[config.mk]
export PLATFORM = sky130hd
export DESIGN_NAME = bus_bank_decoder_flat
export DESIGN_NICKNAME = d
export VERILOG_FILES = /design/src/rtl/bus_bank_decoder_pkg.sv /design/src/rtl/bus_bank_decoder_if.sv /design/src/rtl/bus_bank_decoder_timeout.sv /design/src/rtl/bus_bank_decoder.sv /design/src/flat_wrapper.sv
export SDC_FILE = /design/constraint.sdc
export NUM_CORES = 1
export LEC_CHECK = 0
export CAP_MARGIN = 10
export CORE_AREA = 2 2 132 134
export CTS_BUF_LIST = sky130_fd_sc_hd__clkbuf_2 sky130_fd_sc_hd__clkbuf_4 sky130_fd_sc_hd__clkbuf_8
export DETAILED_ROUTE_END_ITERATION = 8
export DIE_AREA = 0 0 134 136
export GPL_ROUTABILITY_DRIVEN = 0
export GPL_TIMING_DRIVEN = 0
export PLACE_DENSITY = 0.79
export SYNTH_ARGS = -nofsm -noshare
export SYNTH_HDL_FRONTEND = slang
export SYNTH_SLANG_ARGS = --single-unit
[constraint.sdc]
create_clock -name clk -period 3.8 [get_ports clk]
set_input_delay 0.76 -clock clk [delete_from_list [all_inputs] [get_ports clk]]
set_output_delay 0.76 -clock clk [all_outputs]
set_load 0.01 [all_outputs]
[src/rtl/bus_bank_decoder_pkg.sv]
// Shared types and constants for the bus bank decoder slice.
package bus_bank_pkg;

  localparam int unsigned DATA_W = 32;
  localparam int unsigned ADR_W  = 32;
  localparam int unsigned SEL_W  = 4;

  // Read data returned with every error response.
  localparam logic [DATA_W-1:0] ERR_DATA = 32'h0;

  typedef enum logic [1:0] {
    ST_IDLE   = 2'd0,
    ST_ACTIVE = 2'd1,
    ST_RESP   = 2'd2
  } state_e;

endpackage

[src/rtl/bus_bank_decoder_if.sv]
// Bus bundle between the CPU master, the bank decoder and the bank slaves.
// The slave modport is the decoder's view; master is the environment's view.
interface bus_bank_decoder_if #(
  parameter int unsigned NSLAVES = 4
);
  import bus_bank_pkg::*;

  // CPU master side
  logic                      m_stb_i;
  logic                      m_we_i;
  logic [ADR_W-1:0]          m_adr_i;
  logic [DATA_W-1:0]         m_dat_i;
  logic [SEL_W-1:0]          m_sel_i;
  logic                      m_ack_o;
  logic                      m_err_o;
  logic [DATA_W-1:0]         m_dat_o;

  // Bank slave side
  logic [NSLAVES-1:0]        s_stb_o;
  logic                      s_we_o;
  logic [ADR_W-1:0]          s_adr_o;
  logic [DATA_W-1:0]         s_dat_o;
  logic [SEL_W-1:0]          s_sel_o;
  logic [NSLAVES-1:0]        s_ack_i;
  logic [DATA_W*NSLAVES-1:0] s_dat_i;

  modport slave (
    input  m_stb_i, m_we_i, m_adr_i, m_dat_i, m_sel_i, s_ack_i, s_dat_i,
    output m_ack_o, m_err_o, m_dat_o, s_stb_o, s_we_o, s_adr_o, s_dat_o, s_sel_o
  );

  modport master (
    output m_stb_i, m_we_i, m_adr_i, m_dat_i, m_sel_i, s_ack_i, s_dat_i,
    input  m_ack_o, m_err_o, m_dat_o, s_stb_o, s_we_o, s_adr_o, s_dat_o, s_sel_o
  );

endinterface

[src/rtl/bus_bank_decoder_timeout.sv]
// Stall timer for the bank decoder. Present only when
// BUS_BANK_DECODER_TIMEOUT_EN is defined.
// Loads TIMEOUT-1 on clr, counts down while en, flags expiry at zero.
`ifdef BUS_BANK_DECODER_TIMEOUT_EN
module bus_bank_timeout #(
  parameter int unsigned TIMEOUT = 255
) (
  input  logic clk,
  input  logic rst_ni,
  input  logic i_clr,
  input  logic i_en,
  output logic o_expired
);

  logic [15:0] r_cnt;

  // Down-counter, saturating at zero.
  always_ff @(posedge clk or negedge rst_ni) begin
    if (!rst_ni) begin
      r_cnt <= '0;
    end else if (i_clr) begin
      r_cnt <= 16'(TIMEOUT - 1);
    end else if (i_en && (r_cnt != '0)) begin
      r_cnt <= r_cnt - 16'd1;
    end
  end

  assign o_expired = i_en && (r_cnt == '0);

endmodule
`endif

[src/rtl/bus_bank_decoder.sv]
// Bank decoder and response arbiter: routes one master access to the slave
// selected by the address bank field and returns its ack/data, or an error
// for unmapped banks. Stall timeout is enabled by BUS_BANK_DECODER_TIMEOUT_EN.
module bus_bank_decoder
  import bus_bank_pkg::*;
#(
  parameter int unsigned NSLAVES   = 4,
  parameter int unsigned BANK_MSB  = 31,
  parameter int unsigned BANK_LSB  = 24,
  parameter int unsigned BANK_BASE = 0,
  parameter int unsigned TIMEOUT   = 255
) (
  input  logic                clk,
  input  logic                rst_ni,
  bus_bank_decoder_if.slave   bus,
  output logic [ADR_W-1:0]    err_adr_o
);

  localparam int unsigned BW = BANK_MSB - BANK_LSB + 1;

  if ((NSLAVES < 1) || (NSLAVES > 16)) begin : g_bad_nslaves
    $error("bus_bank_decoder: NSLAVES must be 1..16");
  end
  if ((TIMEOUT < 1) || (TIMEOUT > 65535)) begin : g_bad_timeout
    $error("bus_bank_decoder: TIMEOUT must be 1..65535");
  end

  state_e              r_state;
  logic [NSLAVES-1:0]  r_stb;
  logic                r_we;
  logic [ADR_W-1:0]    r_adr;
  logic [DATA_W-1:0]   r_wdat;
  logic [SEL_W-1:0]    r_sel;
  logic                r_ack;
  logic                r_err;
  logic [DATA_W-1:0]   r_rdat;
  logic [ADR_W-1:0]    r_err_adr;
  logic [3:0]          r_idx;

  logic [BW-1:0]       w_bank;
  logic [BW-1:0]       w_idx;
  logic [31:0]         w_idx32;
  logic                w_mapped;
  logic                w_ack_sel;
  logic [DATA_W-1:0]   w_rdata;
  logic                w_expired;

  assign w_bank   = bus.m_adr_i[BANK_MSB:BANK_LSB];
  // Wraps in bank-field width, so banks below BANK_BASE land out of range.
  assign w_idx    = w_bank - BW'(BANK_BASE);
  assign w_idx32  = 32'(w_idx);
  assign w_mapped = (w_idx32 < NSLAVES);

`ifdef BUS_BANK_DECODER_TIMEOUT_EN
  logic w_cnt_clr;
  logic w_cnt_en;

  assign w_cnt_clr = (r_state == ST_IDLE) && bus.m_stb_i && w_mapped;
  assign w_cnt_en  = (r_state == ST_ACTIVE);

  bus_bank_timeout #(
    .TIMEOUT (TIMEOUT)
  ) u_timeout (
    .clk       (clk),
    .rst_ni    (rst_ni),
    .i_clr     (w_cnt_clr),
    .i_en      (w_cnt_en),
    .o_expired (w_expired)
  );
`else
  assign w_expired = 1'b0;
`endif

  // Pick ack and read data of the selected channel only.
  always_comb begin
    w_ack_sel = 1'b0;
    w_rdata   = '0;
    for (int unsigned k = 0; k < NSLAVES; k++) begin
      if (r_idx == 4'(k)) begin
        w_ack_sel = bus.s_ack_i[k];
        w_rdata   = bus.s_dat_i[DATA_W*k +: DATA_W];
      end
    end
  end

  // Request/response FSM with registered master and slave outputs.
  always_ff @(posedge clk or negedge rst_ni) begin
    if (!rst_ni) begin
      r_state   <= ST_IDLE;
      r_stb     <= '0;
      r_we      <= 1'b0;
      r_adr     <= '0;
      r_wdat    <= '0;
      r_sel     <= '0;
      r_ack     <= 1'b0;
      r_err     <= 1'b0;
      r_rdat    <= '0;
      r_err_adr <= '0;
      r_idx     <= '0;
    end else begin
      r_ack <= 1'b0;
      r_err <= 1'b0;
      case (r_state)
        ST_IDLE: begin
          if (bus.m_stb_i) begin
            r_we   <= bus.m_we_i;
            r_adr  <= bus.m_adr_i;
            r_wdat <= bus.m_dat_i;
            r_sel  <= bus.m_sel_i;
            if (w_mapped) begin
              r_idx   <= w_idx32[3:0];
              r_stb   <= NSLAVES'(1) << w_idx32[3:0];
              r_state <= ST_ACTIVE;
            end else begin
              r_ack     <= 1'b1;
              r_err     <= 1'b1;
              r_rdat    <= ERR_DATA;
              r_err_adr <= bus.m_adr_i;
              r_state   <= ST_RESP;
            end
          end
        end
        ST_ACTIVE: begin
          // Abort takes precedence: a master that dropped strobe expects no response.
          if (!bus.m_stb_i) begin
            r_stb   <= '0;
            r_state <= ST_IDLE;
          end else if (w_ack_sel) begin
            r_ack   <= 1'b1;
            r_rdat  <= r_we ? '0 : w_rdata;
            r_stb   <= '0;
            r_state <= ST_RESP;
          end else if (w_expired) begin
            r_ack     <= 1'b1;
            r_err     <= 1'b1;
            r_rdat    <= ERR_DATA;
            r_err_adr <= r_adr;
            r_stb     <= '0;
            r_state   <= ST_RESP;
          end
        end
        ST_RESP: begin
          r_state <= ST_IDLE;
        end
        default: begin
          r_stb   <= '0;
          r_state <= ST_IDLE;
        end
      endcase
    end
  end

  assign bus.m_ack_o = r_ack;
  assign bus.m_err_o = r_err;
  assign bus.m_dat_o = r_rdat;
  assign bus.s_stb_o = r_stb;
  assign bus.s_we_o  = r_we;
  assign bus.s_adr_o = r_adr;
  assign bus.s_dat_o = r_wdat;
  assign bus.s_sel_o = r_sel;
  assign err_adr_o   = r_err_adr;

endmodule

[src/flat_wrapper.sv]
// flat-port wrapper written by rule: the top's interface ports become plain ports
module bus_bank_decoder_flat import bus_bank_pkg::*;
#(
  parameter int unsigned NSLAVES   = 4,
  parameter int unsigned BANK_MSB  = 31,
  parameter int unsigned BANK_LSB  = 24,
  parameter int unsigned BANK_BASE = 0,
  parameter int unsigned TIMEOUT   = 255
)
  (clk, rst_ni, err_adr_o, bus_m_stb_i, bus_m_we_i, bus_m_adr_i, bus_m_dat_i, bus_m_sel_i, bus_s_ack_i, bus_s_dat_i, bus_m_ack_o, bus_m_err_o, bus_m_dat_o, bus_s_stb_o, bus_s_we_o, bus_s_adr_o, bus_s_dat_o, bus_s_sel_o);
  bus_bank_decoder_if #(.NSLAVES(NSLAVES)) bus_i ();
  input  logic clk;
  input  logic rst_ni;
  output logic [ADR_W-1:0] err_adr_o;
  input wire logic [$bits(bus_i.m_stb_i)-1:0] bus_m_stb_i;
  input wire logic [$bits(bus_i.m_we_i)-1:0] bus_m_we_i;
  input wire logic [$bits(bus_i.m_adr_i)-1:0] bus_m_adr_i;
  input wire logic [$bits(bus_i.m_dat_i)-1:0] bus_m_dat_i;
  input wire logic [$bits(bus_i.m_sel_i)-1:0] bus_m_sel_i;
  input wire logic [$bits(bus_i.s_ack_i)-1:0] bus_s_ack_i;
  input wire logic [$bits(bus_i.s_dat_i)-1:0] bus_s_dat_i;
  output wire logic [$bits(bus_i.m_ack_o)-1:0] bus_m_ack_o;
  output wire logic [$bits(bus_i.m_err_o)-1:0] bus_m_err_o;
  output wire logic [$bits(bus_i.m_dat_o)-1:0] bus_m_dat_o;
  output wire logic [$bits(bus_i.s_stb_o)-1:0] bus_s_stb_o;
  output wire logic [$bits(bus_i.s_we_o)-1:0] bus_s_we_o;
  output wire logic [$bits(bus_i.s_adr_o)-1:0] bus_s_adr_o;
  output wire logic [$bits(bus_i.s_dat_o)-1:0] bus_s_dat_o;
  output wire logic [$bits(bus_i.s_sel_o)-1:0] bus_s_sel_o;
  assign bus_i.m_stb_i = bus_m_stb_i;
  assign bus_i.m_we_i = bus_m_we_i;
  assign bus_i.m_adr_i = bus_m_adr_i;
  assign bus_i.m_dat_i = bus_m_dat_i;
  assign bus_i.m_sel_i = bus_m_sel_i;
  assign bus_i.s_ack_i = bus_s_ack_i;
  assign bus_i.s_dat_i = bus_s_dat_i;
  assign bus_m_ack_o = bus_i.m_ack_o;
  assign bus_m_err_o = bus_i.m_err_o;
  assign bus_m_dat_o = bus_i.m_dat_o;
  assign bus_s_stb_o = bus_i.s_stb_o;
  assign bus_s_we_o = bus_i.s_we_o;
  assign bus_s_adr_o = bus_i.s_adr_o;
  assign bus_s_dat_o = bus_i.s_dat_o;
  assign bus_s_sel_o = bus_i.s_sel_o;
  bus_bank_decoder #(.NSLAVES(NSLAVES), .BANK_MSB(BANK_MSB), .BANK_LSB(BANK_LSB), .BANK_BASE(BANK_BASE), .TIMEOUT(TIMEOUT)) u_core (.clk(clk), .rst_ni(rst_ni), .bus(bus_i), .err_adr_o(err_adr_o));
endmodule
---- After elaboration in Yosys (flattened, before gate mapping) ----
Index checks and enable logic that the tools add are counted.
storage, ports and cells
  bits in registers ....................... 145
  output and inout bits ................... 139
operators by class
  bitwise operators ....................... 2
  equal/unequal tests ..................... 11
  order comparisons ....................... 1
  shift-type cells ........................ 1
  reductions and logical operators ........ 9
  multiplexer cells ....................... 30
operators by type and width
  kind                   count
  $mux W32               9
  $pmux W32 S2           1
  $mux W4                4
  $pmux W4 S3            1
  $mux W1                9
  $eq A4 B2 Y1 const B   2
  $lt A8 B3 Y1 const B   1
  $mux W2                4
  $ne A2 B2 Y1 const B   3
  $reduce_and A3 Y1      2
  $reduce_and A5 Y1      1
  $eq A4 B1 Y1 const B   1
  $logic_not A4 Y1       1
  $ne A2 B1 Y1 const B   2
  $pmux W2 S2            1
  $reduce_and A2 Y1      2
  $reduce_and A4 Y1      1
  $shl A1 B4 Y4 const A  1
  $ne A3 B2 Y1 const B   1
  $eq A2 B1 Y1 const B   1
  $eq A2 B2 Y1 const B   1
  $logic_not A2 Y1       1
  $not A1 Y1             2
  $pmux W1 S2            1
  $reduce_bool A2 Y1     1

---- Depth between registers and ports, before layout ----
Gate-level depths: netlist of the first run.
  depth after elaboration ................. 9
  mapped depth ............................ 7
  gate-level depth less buffers ........... 6

---- Worst setup path after synthesis of the first run ----
No wires, ideal clock.
  path kind ............................... input to register
  start ................................... input port bus_m_adr_i[30]
  end ..................................... register u_core.r_err_adr[14] (netlist: u_core.err_adr_o[14])
  required time ........................... 3.672 ns
  stages .................................. 6
  setup time .............................. 0.128 ns
  data arrival time ....................... 1.915 ns
  slack ................................... 1.758 ns
  cells stage by stage .................... nor4_2 -> nand2_1 -> nand2_2 -> inv_4 -> buf_2 -> mux2_1
on the way
  longest elaborated chain between the ends .. 3
ends and longest elaborated chain
  element                      line                     RTL
  start, declared              flat_wrapper.sv:17       input wire logic [$bits(bus_i.m_adr_i)-1:0] bus_m_adr_i;
  $lt A8 B3 Y1                 bus_bank_decoder.sv:52   assign w_mapped = (w_idx32 < NSLAVES);
  $not A1 Y1 (no line)         n/a
  $reduce_and A3 Y1 (no line)  n/a
  end signal, assigned         bus_bank_decoder.sv:118  r_err_adr <= bus.m_adr_i;
  end signal, assigned         bus_bank_decoder.sv:137  r_err_adr <= r_adr;
  end, declared                bus_bank_decoder.sv:37   logic [ADR_W-1:0] r_err_adr;
Every way passes these cells.
A chain may end at the register's enable or synchronous reset.

---- Worst setup path after layout of the first run ----
  start ................................... input port bus_m_adr_i[30]
  end ..................................... register u_core.r_rdat[22] (netlist: u_core.bus.m_dat_o[22])
on the way
  longest elaborated chain between the ends .. 3
ends and longest elaborated chain
  element                      line                     RTL
  $lt A8 B3 Y1                 bus_bank_decoder.sv:52
  $ne A2 B2 Y1 (no line)       n/a
  $reduce_and A5 Y1 (no line)  n/a
  end signal, assigned         bus_bank_decoder.sv:130  r_rdat <= r_we ? '0 : w_rdata;
  end, declared                bus_bank_decoder.sv:36   logic [DATA_W-1:0] r_rdat;
Every way passes these cells.

==> results of run 1 <==
layer usage:
metal	vias up	wire [µm]
met1	2554	7546
met2	239	10960
li1	2386	-
met5	-	0
met4	0	680
met3	40	1696
kinds of logic after synthesis:
group | after synthesis | share of synthesized area [%]
buf+inv | 36 | 2.943
compound gates | 78 | 9.901
simple gates | 22 | 2.280
flops | 145 | 56.52
mux | 162 | 28.36
Yosys cell counts (6+ instances only):
cell	instances
a22o_1	8
buf_2	20
clkbuf_1	8
dfrtp_1	145
mux2_2	156
nand2_1	6
o22ai_1	33
o2bb2ai_1	30
worst reg2reg max path: cells and delay by family (launching register included):
| family | cells | cell delay, ns |
|---|---|---|
| flops | 1 | 0.36 |
| buf+inv | 3 | 0.72 |
| mux | 1 | 0.37 |
| simple gates | 2 | 0.72 |
metrics by stage:
| stage | utilization [%] | area [µm²] | total power, W |
|---|---|---|---|
| 2_1_floorplan | - | 6420 | 0.002320 |
| 3_3_place_gp | 59.99 | 10120 | 0.003013 |
| 3_5_place_dp | 60.16 | 10150 | 0.003053 |
| 4_1_cts | 62.57 | 10560 | 0.004304 |
| 5_1_grt | 62.61 | 10570 | 0.004452 |
| 6_report | 62.61 | 10570 | 0.004247 |
path summary, 6_finish.rpt:
kind	to	slack [ns]	cells after the start
max reg2reg	u_core.err_adr_o[9]$_DFFE_PN0P_	1.52	6
max	u_core.bus.m_dat_o[22]$_DFFE_PN0P_	1.16	8
min reg2reg	u_core.bus.m_dat_o[28]$_DFFE_PN0P_	0.49	1
max in group asynchronous	u_core.bus.m_dat_o[2]$_DFFE_PN0P_	2.68	2
min	u_core.err_adr_o[16]$_DFFE_PN0P_	0.30	1
min in group clk	u_core.bus.m_dat_o[28]$_DFFE_PN0P_	0.49	1
placed cells by master, fill, tap and decap left out, types with 4 or more instances in the layout:
cell type / synthesis / routed
buf_6: 3 / 4
o2bb2ai_1: 30 / 30
o22ai_1: 33 / 33
a22o_1: 8 / 8
dfrtp_1: 145 / 145
inv_6: 0 / 4
clkinvlp_4: 0 / 4
nand2_1: 6 / 6
buf_2: 20 / 20
mux2_2: 156 / 156
clkbuf_1: 8 / 8
clkbuf_8: 0 / 18
clkdlybuf4s50_1: 0 / 341
report_power, final:
part           total, W  switching, W  internal, W
clock           0.00123      0.000613     0.000620
sequential      0.00182     0.0000967      0.00172
combinational   0.00120      0.000455     0.000743
total           0.00425       0.00117      0.00308
registers in the layout (all words and copies together) (netlist names):
register            cells
u_core.bus.m_ack_o      1
u_core.bus.m_dat_o     32
u_core.bus.m_err_o      1
u_core.bus.s_adr_o     32
u_core.bus.s_dat_o     32
u_core.bus.s_sel_o      4
u_core.bus.s_stb_o      4
u_core.bus.s_we_o       1
u_core.err_adr_o       32
u_core.r_idx            4
u_core.r_state          2
area by class of cell:
type | count | area (µm²)
Sequential cell | 145 | 3628
Buffer | 32 | 171.4
Timing Repair Buffer | 343 | 3452
Multi-Input combinational cell | 262 | 2603
Antenna cell | 3 | 7.507
Clock inverter | 13 | 150.1
Tap cell | 225 | 281.5
Fill cell | 1336 | 6310
Inverter | 4 | 17.52
Clock buffer | 19 | 255.2
==> flow_summary.ini, run 1 <==
[run_status]
status = finished clean

[floorplan]
die_h_um = 136
initial_core_util_pct = 38.04
ios = 343
die_area_mm2 = 0.01822
core_mm2 = 0.01688
rows = 48
die_x_um = 134

[global_route]
grt_usage_pct = 22.46
grtUsageMet3_pct = 7.122
globalRouteMet1Util_pct = 23.82
grtUsageMet2_pct = 40.63
grt_max_degree = 82
grt_pass1_vias = 5694
gr-total-overflow = 0
grt_pass1_wl_um = 31190
antenna_found_initial = 3
grt_most_used_layer = met2

[sta]
timing.hold.ws_ns = 0.3013
slew_headroom_pct = 57.91
slew_violations = 0
fin_crit_ns = 2.641
rsz0062_at_grt = false
setup_viol = 0
max_slew.worst_pin.slew_ns = 0.6314
fin_skew_ns = 0.01531
fmax_mhz = 378.6
fin_crit_sh_pct = 69.51
hold_viol = 0
tns_ns = 0
fin_ws_ns = 1.159

[routing]
drt_iter0_drc = 182
antenna_left = 0
route.detailed.drc = 0
wirelength_um = 20880
viasPerCell = 4.989
vias = 5219
dr.pass1.iters = 4
wl_per_cell_um = 19.97

[clock_tree]
ctsResizeCount = 0
clk_pin_slew_ns = 0.08
cts_sinks = 145
cts-root-buf = clkbuf_8
cts_made_buffers = 17
cts_tree = built
cts_hold_buf = 0
insertion_delay_ns = 0.45
post_cts_buffers = 0
clockBufferDepth = 2
htreeDepth = 4

[layout]
drive_above_1_share_pct = 27.26
instances_no_fill = 1046
fin_nets = 1009
synthToLayoutAreaGrowth_pct = 64.59

[yosys]
yosys_warnings = 0
synth-main-ff-cell = dfrtp_1
synth_cell_types = 31
synth_edf_count = 0
synth-seq-area-share_pct = 56.52
ys_ff_latch = 145
synth_top_area_share_pct = 56.52
syn_inst = 443
ys_async_sr_fraction_pct = 100.0
syn_area_mm2 = 0.006420
synthTopCellsByArea = dfrtp_1 57%, mux2_2 27%, o2bb2ai_1 4.1%
yosys.area.top_type = dfrtp_1
syn_nets = 647
avgSynthCellArea_um2 = 14.49

[power]
irDropWorstVdd_uv = 337.1
power_leakage_nw = 4.283
p_per_area_mw_per_mm2 = 402.0

[setup_path]
path_delay_family = simple AND/OR/NAND/NOR gates
crit_fanout = 10
critical_path.cell_chain = clkdlybuf4s50_1 > nor4_2 > nand2_1 > nand2_2 > inv_4 > a31oi_4 > buf_2 > o2bb2ai_1
crit_type = input pin to register
crit_path_max_incr_delay_ns = 0.52
critPathLaunch = bus_m_adr_i[30]
path_buf_inv = 3
cp.arrival_ns = 3.00
startpoint_type = input pin
required_ns = 4.16
worst_path_max_delay_cell = nor4_2
worstSetupEndpointType = register
rr_startpoint = u_core.r_state[0]$_DFFE_PN0P_

[placement]
place_hpwl_um = 16320
dp_cells = 1011
dpl_worst_slack_ns = 0.6284
io_buffers = 342

[hold_path]
hold_class = input pin to async pin

[run]
max_cap_violations = 0
Note: power is estimated with default switching activity, not from simulation.
==> inputs of run 2 (changes only) <==
- CORE_AREA: 2 2 132 134 -> default
- CORE_UTILIZATION: default -> 37
- DIE_AREA: 0 0 134 136 -> default
- PLACE_DENSITY: 0.79 -> 0.8
- clock period: 3.8 -> 2.29 ns (I/O delays scaled with it)
==> run 2 against run 1 <==
Net effect:
- first-iteration DRC count fell by 26%
- combinational power rose by 66%
- critical path type unchanged
- routed wire length fell by 0.90%
- critical path depth did not move
- register-to-register slack got worse by 1.3 ns
- sequential power rose by 66%
- final area barely moved
- non-clock buffer count did not move
==> flow_summary.ini, run 2 (synthesis gave the netlist of run 1 again) <==
[clock_tree]
htreeDepth = 4
cts-root-buf = clkbuf_8
clockBufferDepth = 2
post_cts_buffers = 0
clk_pin_slew_ns = 0.09
insertion_delay_ns = 0.45
cts_hold_buf = 0
cts_tree = built
cts_made_buffers = 17
cts_sinks = 145

[layout]
instances_no_fill = 1038
final_cell_mix = 341 x clkdlybuf4s50_1, 156 x mux2_2, 145 x dfrtp_1
layout_commonest_cell = clkdlybuf4s50_1
synthToLayoutAreaGrowth_pct = 64.51
n_antenna_cell = 0
multiInputGateArea_mm2 = 0.002618
seq_area_mm2 = 0.003628
fin_nets = 1009
fill_cells = 1301
drive_above_1_share_pct = 27.26

[power]
power_leakage_nw = 4.291
p_per_area_mw_per_mm2 = 669.5
irDropWorstVdd_uv = 486.2

[global_route]
antenna_found_initial = 0
grt_usage_pct = 23.50
grt_pass1_wl_um = 31890
gr-total-overflow = 0
grt_pass1_vias = 5775
grt_max_degree = 87

[sta]
setup_viol = 0
fin_skew_ns = 0.01132
rsz0062_at_grt = true
fin_crit_sh_pct = 94.10
fin_ws_ns = 0.1351
slew_headroom_pct = 46.15
timing.hold.ws_ns = 0.02487
fmax_mhz = 464.1
hold_viol = 0
fin_crit_ns = 2.155
max_slew.worst_pin.slew_ns = 0.8078
slew_violations = 0

[floorplan]
core_mm2 = 0.01676
die_h_um = 133.7
die_x_um = 133.7
ios = 343
rows = 47
die_area_mm2 = 0.01788
initial_core_util_pct = 38.31

[placement]
place_hpwl_um = 16110
io_buffers = 342
dp_cells = 1006
dpl_worst_slack_ns = -0.4875

[setup_path]
worstSetupEndpointType = register
path_delay_family = buffers and inverters
required_ns = 2.66
path_buf_inv = 3
cp.arrival_ns = 2.52
crit_fanout = 10
critical_path.cell_chain = clkdlybuf4s50_1 > nor4_4 > nand2_1 > nand2_2 > inv_4 > a31oi_4 > buf_2 > o2bb2ai_1
crit_type = input pin to register
crit_path_max_incr_delay_ns = 0.49
startpoint_type = input pin
worst_path_max_delay_cell = clkdlybuf4s50_1

[run_status]
status = finished clean

[routing]
route.detailed.drc = 0
viasPerCell = 5.059
routed.top_layer = met4
wirelength_um = 20700
drt_iter0_drc = 135
antenna_left = 0
vias = 5251
wl_per_cell_um = 19.94
dr.pass1.iters = 4
wl_met1_um = 7665
wl_met2_um = 10640
wl_met3_um = 1696

[hold_path]
hold_class = input pin to async pin

[run]
max_cap_violations = 0
-- run 2: final timing paths --
kind / start / to / slack [ns] / depth (start not counted)
worst max-delay path: bus_m_adr_i[30] / u_core.bus.m_dat_o[31]$_DFFE_PN0P_ / 0.14 / 8
worst min-delay path: rst_ni / u_core.err_adr_o[9]$_DFFE_PN0P_ / 0.02 / 1
worst max register to register: u_core.r_state[0]$_DFFE_PN0P_ / u_core.err_adr_o[20]$_DFFE_PN0P_ / 0.20 / 6
worst min register to register: u_core.bus.m_dat_o[1]$_DFFE_PN0P_ / u_core.bus.m_dat_o[1]$_DFFE_PN0P_ / 0.50 / 1
max in group asynchronous: rst_ni / u_core.bus.m_dat_o[27]$_DFFE_PN0P_ / 1.49 / 2
min in group clk: u_core.bus.m_dat_o[1]$_DFFE_PN0P_ / u_core.bus.m_dat_o[1]$_DFFE_PN0P_ / 0.50 / 1
-- run 2: cell type report --
type	count	share of cell area (%)
Buffer	32	1.623
Inverter	4	0.1659
Sequential cell	145	34.36
Tap cell	220	2.606
Clock buffer	18	2.346
Timing Repair Buffer	343	32.69
Multi-Input combinational cell	262	24.78
Clock inverter	14	1.433
-- run 2: report_power, final --
group | switching, W | internal (W)
clock | 0.00105 | 0.00101
combinational | 0.000754 | 0.00123
sequential | 0.000165 | 0.00285
total | 0.00197 | 0.00510
-- run 2: layer usage --
metal / global-route usage [%] / vias up
li1: - / 2387
met1: 25.52 / 2568
met2: 41.22 / 254
met3: 8.105 / 42
met4: 10.35 / 0
met5: 0 / -
-- run 2: what timing repair did --
action / CTS / global route
endpoints found under the setup margin: 0 / 48
endpoints found under the hold margin: 0 / 0
resized for setup: 0 / 2
-- run 2: per-stage QoR --
stage / area, µm² / util, % / total power [W] / setup TNS (ns)
2_1_floorplan: 6420 / - / 0.003850 / 0
3_3_place_gp: 10120 / 60.37 / 0.004996 / -709.84
3_5_place_dp: 10150 / 60.55 / 0.005067 / -27.48
4_1_cts: 10550 / 62.93 / 0.007147 / 0
5_1_grt: 10560 / 63.02 / 0.007404 / 0
6_report: 10560 / 63.02 / 0.007071 / 0
==> inputs of run 3 (changes only) <==
- SETUP_SLACK_MARGIN: default -> 0.02
==> results of run 3 <==
Same layout as run 2: the final DEF is identical, and so are final timing and power.
